$ cat src/rtl/bp_pkg.sv
// Shared types for the branch-predictor update scheduler.
//   bp_upd_entry_t : one resolved branch waiting to update the predictor
//   bp_upd_state_t : scheduler FSM state encoding
package bp_pkg;

    typedef struct packed {
        logic [31:0] pc;
        logic        taken;
    } bp_upd_entry_t;

    typedef enum logic [1:0] {
        IDLE  = 2'd0,
        ISSUE = 2'd1,
        FORCE = 2'd2,
        DRAIN = 2'd3
    } bp_upd_state_t;

endpackage

$ cat src/rtl/bp_upd_fifo.sv
// Circular FIFO of resolved-branch entries.
// Ports:
//   clk, rst        clock, asynchronous active-low reset (discards all entries)
//   push, push_data write one entry (caller guarantees !full)
//   pop             drop the head entry (caller guarantees !empty)
//   head            current head entry
//   count           number of stored entries, 0..DEPTH
//   full, empty     occupancy flags
module bp_upd_fifo
    import bp_pkg::*;
#(
    parameter int DEPTH = 8
) (
    input  logic                     clk,
    input  logic                     rst,
    input  logic                     push,
    input  bp_upd_entry_t            push_data,
    input  logic                     pop,
    output bp_upd_entry_t            head,
    output logic [$clog2(DEPTH):0]   count,
    output logic                     full,
    output logic                     empty
);
    localparam int AW = $clog2(DEPTH);
    localparam int CW = AW + 1;

    bp_upd_entry_t mem [DEPTH];
    logic [AW-1:0] wr_ptr;
    logic [AW-1:0] rd_ptr;

    // DEPTH is a power of two, so pointers wrap by natural overflow.
    always_ff @(posedge clk or negedge rst) begin
        if (!rst) begin
            wr_ptr <= '0;
            rd_ptr <= '0;
            count  <= '0;
            for (int i = 0; i < DEPTH; i++) mem[i] <= '0;
        end else begin
            if (push) begin
                mem[wr_ptr] <= push_data;
                wr_ptr      <= wr_ptr + 1'b1;
            end
            if (pop) rd_ptr <= rd_ptr + 1'b1;
            if (push && !pop)      count <= count + 1'b1;
            else if (!push && pop) count <= count - 1'b1;
        end
    end

    assign head  = mem[rd_ptr];
    assign full  = (count == CW'(DEPTH));
    assign empty = (count == '0);

endmodule

$ cat src/rtl/bp_update_scheduler.sv
// Buffers committed branch outcomes and schedules them onto the predictor's
// single update port. Fetch lookups win the port unless the queue is too
// full, the head has waited too long, or a drain is requested.
// Ports:
//   clk, rst                   clock, asynchronous active-low reset
//   commit_valid/pc/taken      resolved branch offered by commit
//   commit_ready               queue not full (registered count only)
//   fetch_pred_req             fetch owns the predictor this cycle
//   drain_req, drain_done      level drain request / queue emptied in drain
//   pc_to_update, branch_taken head entry, zero when not issuing
//   is_branch                  one predictor update this cycle
//   occupancy                  current queue count
// Optional (BP_UPD_STATS_EN defined): stat_issued, stat_forced, stat_full.
//
// state | meaning
// IDLE  | queue empty (or just left drain); fetch has priority
// ISSUE | entries queued; issue only in fetch-idle cycles
// FORCE | occupancy/age pressure; issue every cycle
// DRAIN | drain requested; issue every cycle until released
module bp_update_scheduler
    import bp_pkg::*;
#(
    parameter int DEPTH    = 8,
    parameter int HI_WATER = 6,
    parameter int MAX_WAIT = 4
) (
    input  logic                     clk,
    input  logic                     rst,
    input  logic                     commit_valid,
    input  logic [31:0]              commit_pc,
    input  logic                     commit_taken,
    output logic                     commit_ready,
    input  logic                     fetch_pred_req,
    input  logic                     drain_req,
    output logic                     drain_done,
    output logic [31:0]              pc_to_update,
    output logic                     branch_taken,
    output logic                     is_branch,
    output logic [$clog2(DEPTH):0]   occupancy
`ifdef BP_UPD_STATS_EN
    ,
    output logic [31:0]              stat_issued,
    output logic [31:0]              stat_forced,
    output logic [31:0]              stat_full
`endif
);
    localparam int CW  = $clog2(DEPTH) + 1;
    localparam int AGW = $clog2(MAX_WAIT + 1);
    localparam logic [CW-1:0]  HI_C    = CW'(HI_WATER);
    localparam logic [CW-1:0]  LO_C    = CW'(HI_WATER - 1);
    localparam logic [AGW-1:0] AGE_MAX = AGW'(MAX_WAIT);

    bp_upd_state_t  state, state_next;
    bp_upd_entry_t  head, push_data;
    logic [CW-1:0]  count, count_next;
    logic [AGW-1:0] age, age_next;
    logic           push, issue, full, empty, urgent;

    assign push_data = '{pc: commit_pc, taken: commit_taken};
    assign commit_ready = !full;
    assign push  = commit_valid && commit_ready;
    assign urgent = (state == FORCE) || (state == DRAIN);
    assign issue = !empty && (urgent || !fetch_pred_req);

    bp_upd_fifo #(.DEPTH(DEPTH)) u_fifo (
        .clk       (clk),
        .rst       (rst),
        .push      (push),
        .push_data (push_data),
        .pop       (issue),
        .head      (head),
        .count     (count),
        .full      (full),
        .empty     (empty)
    );

    always_comb begin
        count_next = count;
        if (push && !issue)      count_next = count + 1'b1;
        else if (!push && issue) count_next = count - 1'b1;
    end

    // An entry pushed into an empty queue starts aging the following cycle.
    always_comb begin
        age_next = age;
        if (issue || empty)        age_next = '0;
        else if (age != AGE_MAX)   age_next = age + 1'b1;
    end

    always_comb begin
        state_next = state;
        unique case (state)
            IDLE: begin
                if (drain_req)             state_next = DRAIN;
                else if (count_next != '0) state_next = ISSUE;
            end
            ISSUE: begin
                if (drain_req)             state_next = DRAIN;
                else if (count_next == '0) state_next = IDLE;
                else if (count_next >= HI_C || age_next == AGE_MAX)
                                           state_next = FORCE;
            end
            FORCE: begin
                if (drain_req)             state_next = DRAIN;
                else if (count_next == '0) state_next = IDLE;
                else if (count_next < LO_C && age_next < AGE_MAX)
                                           state_next = ISSUE;
            end
            DRAIN: begin
                if (!drain_req)            state_next = IDLE;
            end
            default:                       state_next = IDLE;
        endcase
    end

    always_ff @(posedge clk or negedge rst) begin
        if (!rst) begin
            state <= IDLE;
            age   <= '0;
        end else begin
            state <= state_next;
            age   <= age_next;
        end
    end

    assign is_branch    = issue;
    assign pc_to_update = issue ? head.pc : 32'h0;
    assign branch_taken = issue && head.taken;
    assign occupancy    = count;
    assign drain_done   = drain_req && (state == DRAIN) && empty && !issue;

`ifdef BP_UPD_STATS_EN
    always_ff @(posedge clk or negedge rst) begin
        if (!rst) begin
            stat_issued <= '0;
            stat_forced <= '0;
            stat_full   <= '0;
        end else begin
            if (issue)                         stat_issued <= stat_issued + 1'b1;
            if (issue && urgent)               stat_forced <= stat_forced + 1'b1;
            if (commit_valid && !commit_ready) stat_full   <= stat_full + 1'b1;
        end
    end
`endif

endmodule
$ cat config.mk
export PLATFORM = sky130hd
export DESIGN_NAME = bp_update_scheduler
export DESIGN_NICKNAME = d
export VERILOG_FILES = /design/src/rtl/bp_pkg.sv /design/src/rtl/bp_upd_fifo.sv /design/src/rtl/bp_update_scheduler.sv
export SDC_FILE = /design/constraint.sdc
export NUM_CORES = 1
export LEC_CHECK = 0
export BUFFER_PORTS_ARGS = -buffer_cell sky130_fd_sc_hd__buf_2
export CORE_MARGIN = 2
export CORE_UTILIZATION = 45
export CTS_BUF_LIST = sky130_fd_sc_hd__clkbuf_4 sky130_fd_sc_hd__clkbuf_8
export CTS_CLUSTER_DIAMETER = 60
export CTS_CLUSTER_SIZE = 28
export DETAILED_ROUTE_END_ITERATION = 16
export PLACE_DENSITY_LB_ADDON = 0.05
export SLEW_MARGIN = 20
export SYNTH_ARGS = -nofsm -noshare
export SYNTH_HDL_FRONTEND = slang
export SYNTH_SLANG_ARGS = --single-unit
$ cat constraint.sdc
create_clock -name clk -period 4.9 [get_ports clk]
set_input_delay 0.49 -clock clk [delete_from_list [all_inputs] [get_ports clk]]
set_output_delay 0.49 -clock clk [all_outputs]
set_load 0.05 [all_outputs]
Word-level counts from Yosys, hierarchy flattened
Index checks and enable logic that the tools add are counted.
W data, S select, Z words.
- flip-flop bits (word level): 279
- bits of input ports: 38
- output and inout port bits: 40
- word-level logic and storage cells: 89
- add/sub/neg operators: 5
- order comparisons: 6
- equal/unequal tests: 10
- muxes and demuxes: 21
- bitwise operators: 2
- reduce and logical (&&, ||, !) cells: 24
- operator list (operator ; number):
    $bwmux W264 ; 1
    $bmux W33 S3 ; 1
    $demux W33 S3 ; 1
    $mux W33 ; 3
    $mux W32 ; 1
    $mux W2 ; 9
    $logic_and A1 B1 Y1 ; 10
    $add A3 B1 Y3 const B ; 3
    $ge A4 B4 Y1 const B ; 2
    $logic_not A4 Y1 ; 2
    $mux W4 ; 2
    $not A3 Y4 ; 2
    $pmux W2 S4 ; 1
    $mux W3 ; 2
    $ne A3 B3 Y1 const B ; 2
    $logic_not A1 Y1 ; 5
    $add A4 B1 Y4 const B ; 1
    $eq A2 B2 Y1 const B ; 2
    $eq A4 B4 Y1 const B ; 1
    $ge A4 B3 Y1 const B ; 1
    $logic_or A1 B1 Y1 ; 4
    $lt A4 B1 Y1 const B ; 1
    $lt A4 B3 Y1 const B ; 1
    $ne A4 B2 Y1 const B ; 1
    9 further kinds ; 9

Logic depth before layout (Yosys ltp)
Gate-level depths: netlist (run 1).
- depth after elaboration: 13
- mapped depth: 10
- mapped depth without buffers: 10

Cells and area by module
A second synthesis (run 1) with hierarchy kept.
- cells, all modules: 856
- area total of the unflattened synthesis: 13372.8 um2
- by module, submodules not included (module ; times used ; cells an instance ; area each (um2) ; sequential area each (um2)):
    bp_upd_fifo ; 1 ; 731 ; 12488.2 ; 6856.6
    bp_update_scheduler ; 1 ; 125 ; 884.6 ; 125.1

Worst setup path before layout (run 1)
Ideal clock, no wire load.
- kind: reg-to-output
- start point: register u_fifo.count[0]
- end point: output drain_done
- data arrival time: 2.703 ns
- required time: 4.410 ns
- setup slack: 1.707 ns
- stages on the path, launching flop included: 5
- buffers on the path: 0
- cell sequence: dfrtp_1 -> inv_1 -> ha_1 -> nand2b_4 -> nor4_1
- longest elaborated chain between the ends: 5
- elaborated cells on any way between the ends: 6
- classes of those cells: 6 x reduce/logical
- ends and longest elaborated chain (item ; RTL line ; RTL):
    start: declaration ; bp_upd_fifo.sv:20 ; output logic [$clog2(DEPTH):0] count,
    start signal: assignment ; bp_upd_fifo.sv:44 ; if (push && !pop) count <= count + 1'b1;
    start signal: assignment ; bp_upd_fifo.sv:45 ; else if (!push && pop) count <= count - 1'b1;
    $logic_not A4 Y1 (*) ; bp_upd_fifo.sv:51 ; assign empty = (count == '0);
    $logic_not A1 Y1 ; bp_update_scheduler.sv:63 ; assign issue = !empty && (urgent || !fetch_pred_req);
    $logic_and A1 B1 Y1 ; bp_update_scheduler.sv:63 ;
    $logic_not A1 Y1 ; bp_update_scheduler.sv:130 ; assign drain_done = drain_req && (state == DRAIN) && empty && !issue;
    $logic_and A1 B1 Y1 (*) ; bp_update_scheduler.sv:130 ;
    end: declaration ; bp_update_scheduler.sv:35 ; output logic drain_done,
Every way passes the cells marked *; elsewhere a longest branch is shown, timed or not.

Worst setup path in the final report (run 1)
- start point: register u_fifo.count[0]
- end point: output branch_taken
- longest elaborated chain between the ends: 4
- ends and longest elaborated chain (item ; RTL line ; RTL):
    $logic_not A4 Y1 ; bp_upd_fifo.sv:51 ;
    $logic_not A1 Y1 ; bp_update_scheduler.sv:63 ;
    $logic_and A1 B1 Y1 ; bp_update_scheduler.sv:63 ;
    $logic_and A1 B1 Y1 ; bp_update_scheduler.sv:128 ; assign branch_taken = issue && head.taken;
    end: declaration ; bp_update_scheduler.sv:37 ; output logic branch_taken,
Every way passes these cells.

==> out/metrics.csv, run 1 <==
metric;value;unit
TNS Setup;0;ps
largest net degree at the start of global routing;105;
layout cells sized above 1;52.3;%
I/O Pins;78;
Cell Int Power;6.58;mW
Max FO, Critical Path;24;
CTS clk-pin slew, worst paths;100;ps
NetSw;4.52;mW
Mapped Cells;833;
Core ar.;0.0279;mm2
measured slew at the worst slew-check pin;1010;ps
initial antenna violation count;1;
ANT nets after route;0;
number of remaining DRC errors;0;
CTS resizes;0;
non-filler cells, final;1297;
outcome;completed;
post-DR wirelength/cell;22.2;um
Bufs and invs on worst path;3;
Initial DRT Pass Iterations;5;
HP Class;in2reg;
WS Path Type;reg2out;
initial core utilization;45.9;%
dpl cells;1250;
CTS root buf;clkbuf_8;
WL final;28700;um
DIE HEIGHT;173;um
Slew Viols, Final;0;
Avg Inst Size Synth;15.4;um2
first-pass GRT wire length;46400;um
DIE AREA;0.0299;mm2
VDD IR max;0.457;mV
endpoints failing setup;0;
pre-CTS setup slack;1710;ps
crit share post-route;73.2;%
DR iter-0 viols;409;
sequential area share after synthesis;54.4;%
Final Hold Fails;0;
Hold Buf Count CTS;1;
WP data required;4410;ps
fin crit period;3590;ps
switching fraction of total power;40.7;%
Port-buffer cells;77;
Max-slew headroom;32.6;%
max cap viols;0;
RSZ-0062 raised after global routing;no;
CTS Buf Count;24;
Pleak;6.21;nW
CP arrival;3100;ps
CP Cell Sequence;inv_1, ha_1, nand2b_4, o21ai_4, buf_4, nor2_1, buf_2;
Final #Nets;945;
Seq pwr share;38.7;%
layout overhead on the synthesized area;10.9;%
post-synth cell types;44;
Mapped Area;0.0128;mm2
GRT Residual Overflow;0;
clk_lat worst skew;580;ps
row count;61;
clock power share;13.6;%
critical path capture point type;output port;
synthesized flop and latch total;279;
clk sinks;279;
RePlAce Congestion;0.791;
die width;173;um
CTS tree;done;
vias in the first global route;8100;
CP Launch Type;flip-flop;
GRT Overall Usage;19.6;%
slack of the critical path;1310;ps
syn_nets;878;
CP delay by family, top;buffers and inverters;
via count;7332;
htree depth;1;
Yosys warning total;0;
Comb power frac;47.7;%
critical path's slowest cell;o21ai_4;
maximum clock frequency;0.279;GHz
Post-CTS Setup Inserts;0;
Critical Path Max Stage Delay;540;ps
DP Wirelength;17200;um
PwrDens;780;mW/mm2
Via-to-Cell Ratio;5.65;
Clock Skews;23.6;ps
clock buffer depth;3;
[sequential cells by signal, summed over array words and instances (netlist names)]
name and flops:
u_fifo.count 4, u_fifo.wr_ptr 3, age 3, state 2, u_fifo.mem 264, u_fifo.rd_ptr 3
[power groups by stage]
stage               registers [mW]  clock network (mW)  logic (mW)
finish                        4.30                1.51        5.29
global route                  4.45                1.66        5.66
CTS                           4.38                1.56        5.27
detailed placement            4.43                   0        5.25
global placement              4.32                   0        5.14
floorplan                     3.92                   0        4.39
[final timing paths]
check,startpoint,end,slack [ps],cells after the start
worst max-delay path,u_fifo.count[0],branch_taken,1310,7
worst min-delay path,drain_req,state[0],160,2
worst max register to register,u_fifo.count[0],u_fifo.mem[89],1700,7
worst min register to register,u_fifo.mem[19],u_fifo.mem[19],510,1
max in group asynchronous,rst,u_fifo.mem[87],3120,3
min in group asynchronous,rst,state[1],540,2
[layout by cell type, fill, tap and decap left out, types with 4 or more instances in the layout]
cell / instances
inv_1: 8
mux4_2: 66
mux2_1: 6
clkinv_8: 4
and2_1: 5
ha_1: 7
dfrtp_1: 276
buf_2: 76
nand2_1: 16
xnor2_1: 6
clkbuf_8: 25
inv_6: 8
mux2i_1: 33
buf_4: 14
mux2_2: 259
o21ai_0: 5
nor2_1: 43
[synthesized netlist by cell type (all sizes together)]
master    n  share of area (%)
a21oi     2              0.078
buf      39                1.5
a31oi     3               0.15
nand2    19               0.56
ha        7               0.68
nor3      3               0.12
nand3     5               0.19
a21boi    1              0.088
clkbuf   14               0.41
a221o     1              0.078
nand4     2              0.097
dfrtp   279                 54
and2      5               0.24
xnor2     6               0.41
nor3b     2               0.16
nor2     43                1.3
mux2i    33                2.6
or3b      1              0.068
maj3      1              0.078
and3      1              0.049
o22ai     2              0.097
o211ai    1              0.059
inv       8               0.23
nand2b    3               0.20
o21ai     9               0.38
or4       1              0.088
a41o      1              0.078
mux4     66                 12
xor2      1               0.13
o32ai     2               0.28
mux2    265                 23
nor2b     3               0.15
nor4      1              0.049
nand3b    3               0.27
[worst register-to-register path: cells and delay by family, from the launching register on]
family / cells / cell delay [ps]
buf+inv: 2 / 640
fa+ha+maj: 1 / 330
simple gates: 3 / 1420
mux: 1 / 290
flops: 1 / 450
[layer usage]
metal | wire length, um | global-route usage, %
met2 | 14300 | 33.8
met5 | 12 | 0
met4 | 384 | 4.03
met3 | 1150 | 2.79
met1 | 12900 | 26.8
[logic make-up after synthesis]
group,count (synthesis),synth area share [%]
muxes,364,37.4
DFF,279,54.4
and+or+nand+nor,92,3.50
buffers and inverters,61,2.11
AOI/OAI and AO/OA,22,1.29
adders and majority gates,8,0.760
xor gates and xnor gates,7,0.536
[metrics by stage]
step,utilization (%),power (mW),instance area (um2),hold slack (ps)
global placement,48.8,9.47,13600,468
floorplan,-,8.32,12800,194
CTS,50.8,11.2,14200,129
finish,50.9,11.1,14200,163
detailed placement,48.8,9.69,13600,487
global route,50.9,11.8,14200,165
[final cells by class]
| type | instances | area (um2) |
|---|---|---|
| flip-flops and latches | 279 | 6990 |
| repair buffers | 94 | 558 |
| fillers | 2384 | 13700 |
| clock inverters | 19 | 218 |
| inverters | 8 | 30.0 |
| multi-input cells | 493 | 5610 |
| well taps | 378 | 473 |
| diodes | 1 | 2.50 |
| clock buffers | 25 | 344 |
(Power assumes the default switching activity.)
==> run 2, diff against run 1 <==
--- a/config.mk
+++ b/config.mk
@@ -5,6 +5,7 @@
 export SDC_FILE = /design/constraint.sdc
 export NUM_CORES = 1
 export LEC_CHECK = 0
+export ABC_AREA = 1
 export BUFFER_PORTS_ARGS = -buffer_cell sky130_fd_sc_hd__buf_2
 export CORE_MARGIN = 2
 export CORE_UTILIZATION = 45
==> constraint.sdc (replaced) <==
create_clock -name clk -period 3.1 [get_ports clk]
set_input_delay 0.31 -clock clk [delete_from_list [all_inputs] [get_ports clk]]
set_output_delay 0.31 -clock clk [all_outputs]
set_load 0.05 [all_outputs]
==> run 2 against run 1 <==
Utilization up 1.3 points. Total power up 56%. Synthesized cell count up 83%. Final cell count up 53%. Global-route usage up 2.5 points. First-iteration DRC count up 94%. Routed wire length up 14%. Critical path depth unchanged. Register-to-register slack worse by 930 ps. Largest power group unchanged. Combinational power up 59%. Via count up 44%.
==> out/metrics.csv, run 2 <==
metric;value;unit
outcome;completed;
top cell type's share of synthesized area;54.5;%
DIE HEIGHT;173;um
measured slew at the worst slew-check pin;682;ps
hold wc startpoint;commit_valid;
Mapped Cells;1521;
clk sinks;279;
Async SR Flop Fraction;100;%
htree depth;1;
via count;10500;
Via-to-Cell Ratio;5.30;
ant diodes;0;
fin crit period;2980;ps
vias in the first global route;10300;
clk_lat worst skew;610;ps
CP Launch Type;flip-flop;
layout cells sized above 1;13.9;%
count leader, synth;o21ai_0;
Most flops, register;u_fifo.mem;
post-DR wirelength/cell;16.4;um
area of the multi-input gates;0.00502;mm2
CTS tree;done;
ranking of synthesized cells by area;dfrtp_1 (54%), o21ai_0 (13%), nand2_1 (8.0%);
largest net degree at the start of global routing;101;
commonest non-fill, non-tap cell in the layout;o21ai_0;
Final #Nets;1629;
RSZ-0062 raised after global routing;no;
syn_nets;1566;
Initial DRT Pass Iterations;5;
CTS root buf;clkbuf_8;
CTS Buf Count;29;
die width;173;um
Final Hold Fails;0;
initial core utilization;45.9;%
I/O Pins;78;
first-pass GRT wire length;54700;um
number of remaining DRC errors;0;
DR iter-0 viols;793;
sequential area share after synthesis;54.5;%
GRT Residual Overflow;0;
Max-slew headroom;54.5;%
Storage cell area;0.00699;mm2
Core ar.;0.0279;mm2
TNS Setup;0;ps
most frequent cells in the layout;o21ai_0 (335), dfrtp_1 (275), nand2_1 (272);
ys flop type;dfrtp_1;
DIE AREA;0.0298;mm2
DP Wirelength;19100;um
RePlAce Congestion;0.830;
# fillers;2777;
leading registers by flop count;u_fifo.mem x264, u_fifo.count x4;
max cap viols;0;
row count;61;
WL final;32600;um
synthesized flop and latch total;279;
maximum clock frequency;0.335;GHz
endpoints failing setup;0;
VDD IR max;0.749;mV
Pleak;6.80;nW
clock buffer depth;3;
GRT Overall Usage;22.2;%
Clock Skews;20.9;ps
top cells by count, synth;o21ai_0 (335), dfrtp_1 (279), nand2_1 (273);
WP data required;2790;ps
Max FO, Critical Path;21;
CTS clk-pin slew, worst paths;90;ps
Slew Viols, Final;0;
WS Path Type;reg2out;
crit path from;u_fifo.count[0];
CP arrival;2670;ps
initial antenna violation count;0;
Post-CTS Setup Inserts;0;
worst r2r src;u_fifo.count[0];
Post-synth EDFFs;0;
post-synth cell types;30;
crit share post-route;96.3;%
number of flip-flops under the largest register name;264;
largest area contributor in the netlist;dfrtp_1;
Yosys warning total;0;
ANT nets after route;0;
Hold Worst Slack;84.9;ps
layout overhead on the synthesized area;13.9;%
Port-buffer cells;77;
HP Class;in2reg;
Mapped Area;0.0128;mm2
PwrDens;1180;mW/mm2
critical path capture point type;output port;
Avg Inst Size Synth;8.43;um2
==> run 2: changes by cell type after synthesis, sizes merged, moves of 35 or more <==
cell / previous run / this run
a21oi: 2 / 102
clkbuf: 14 / 63
inv: 8 / 92
mux2: 265 / 0
mux4: 66 / 0
nand2: 19 / 280
nor2: 43 / 179
nor3: 3 / 38
o21ai: 9 / 365
==> run 2: worst max-delay path, stage by stage, from the launching register on <==
cell	delay (ps)
dfrtp_2	430
inv_1	110
ha_1	300
nand2_1	210
nand2_8	190
buf_4	280
nor3_1	260
clkbuf_4	280
==> run 2: cell families (layout without fill, tap and decap cells) <==
| family | Yosys count | in the layout | synth area share (%) |
|---|---|---|---|
| compound gates | 501 | 501 | 21.3 |
| xor+xnor | 6 | 6 | 0.410 |
| fa+ha+maj | 7 | 7 | 0.683 |
| buf+inv | 203 | 289 | 6.54 |
| flops | 279 | 279 | 54.5 |
| simple gates | 525 | 525 | 16.6 |
==> run 2: area by class of cell <==
class | instances | area share (%)
sequential | 279 | 47.9
multi-input combinational | 1039 | 34.4
tap | 378 | 3.24
clock inverter | 23 | 1.47
timing repair buffer | 143 | 7.78
clock buffer | 31 | 2.84
inverter | 92 | 2.38
==> run 2: per-layer routing <==
layer | global-route usage, % | share of wire (%)
met2 | 37.5 | 47
met1 | 31.2 | 48
met5 | 0 | 0
met4 | 3.95 | 1.7
met3 | 2.53 | 3.4
==> run 2: power by group <==
part           total, mW  switching [mW]  internal (mW)
logic               8.43            5.71           2.73
registers           6.28           0.941           5.34
clock network       2.56            1.54           1.02
total               17.3            8.19           9.08
==> run 2: metrics by stage <==
step                worst slack [ps]  std cells  area, um2  util, %  total power, mW
floorplan                       23.4       1521      12800        -             12.4
global placement                 598       1897      13600     48.7             14.6
detailed placement               482       1897      13600     48.7             14.7
CTS                             12.8       1985      14600     52.2             17.4
global route                    6.80       1985      14600     52.3             18.7
finish                           115       1985      14600     52.3             17.3
==> run 2: worst paths after layout <==
kind                       depth (start not counted)                to  slack (ps)
min in group asynchronous                          2   u_fifo.mem[207]         260
max in group asynchronous                          3    u_fifo.mem[86]        1990
max reg2reg                                       15          state[1]         770
max                                                7  pc_to_update[25]         120
min reg2reg                                        2   u_fifo.mem[102]         490
min                                                4  u_fifo.wr_ptr[0]          80
==> run 2: what timing repair did <==
| action | CTS | global route |
|---|---|---|
| hold endpoints to repair | 108 | 0 |
| endpoints found under the setup margin | 17 | 17 |
| hold buffers | 34 | 0 |
| pin swaps | 0 | 0 |
| gates resized for setup | 1 | 9 |
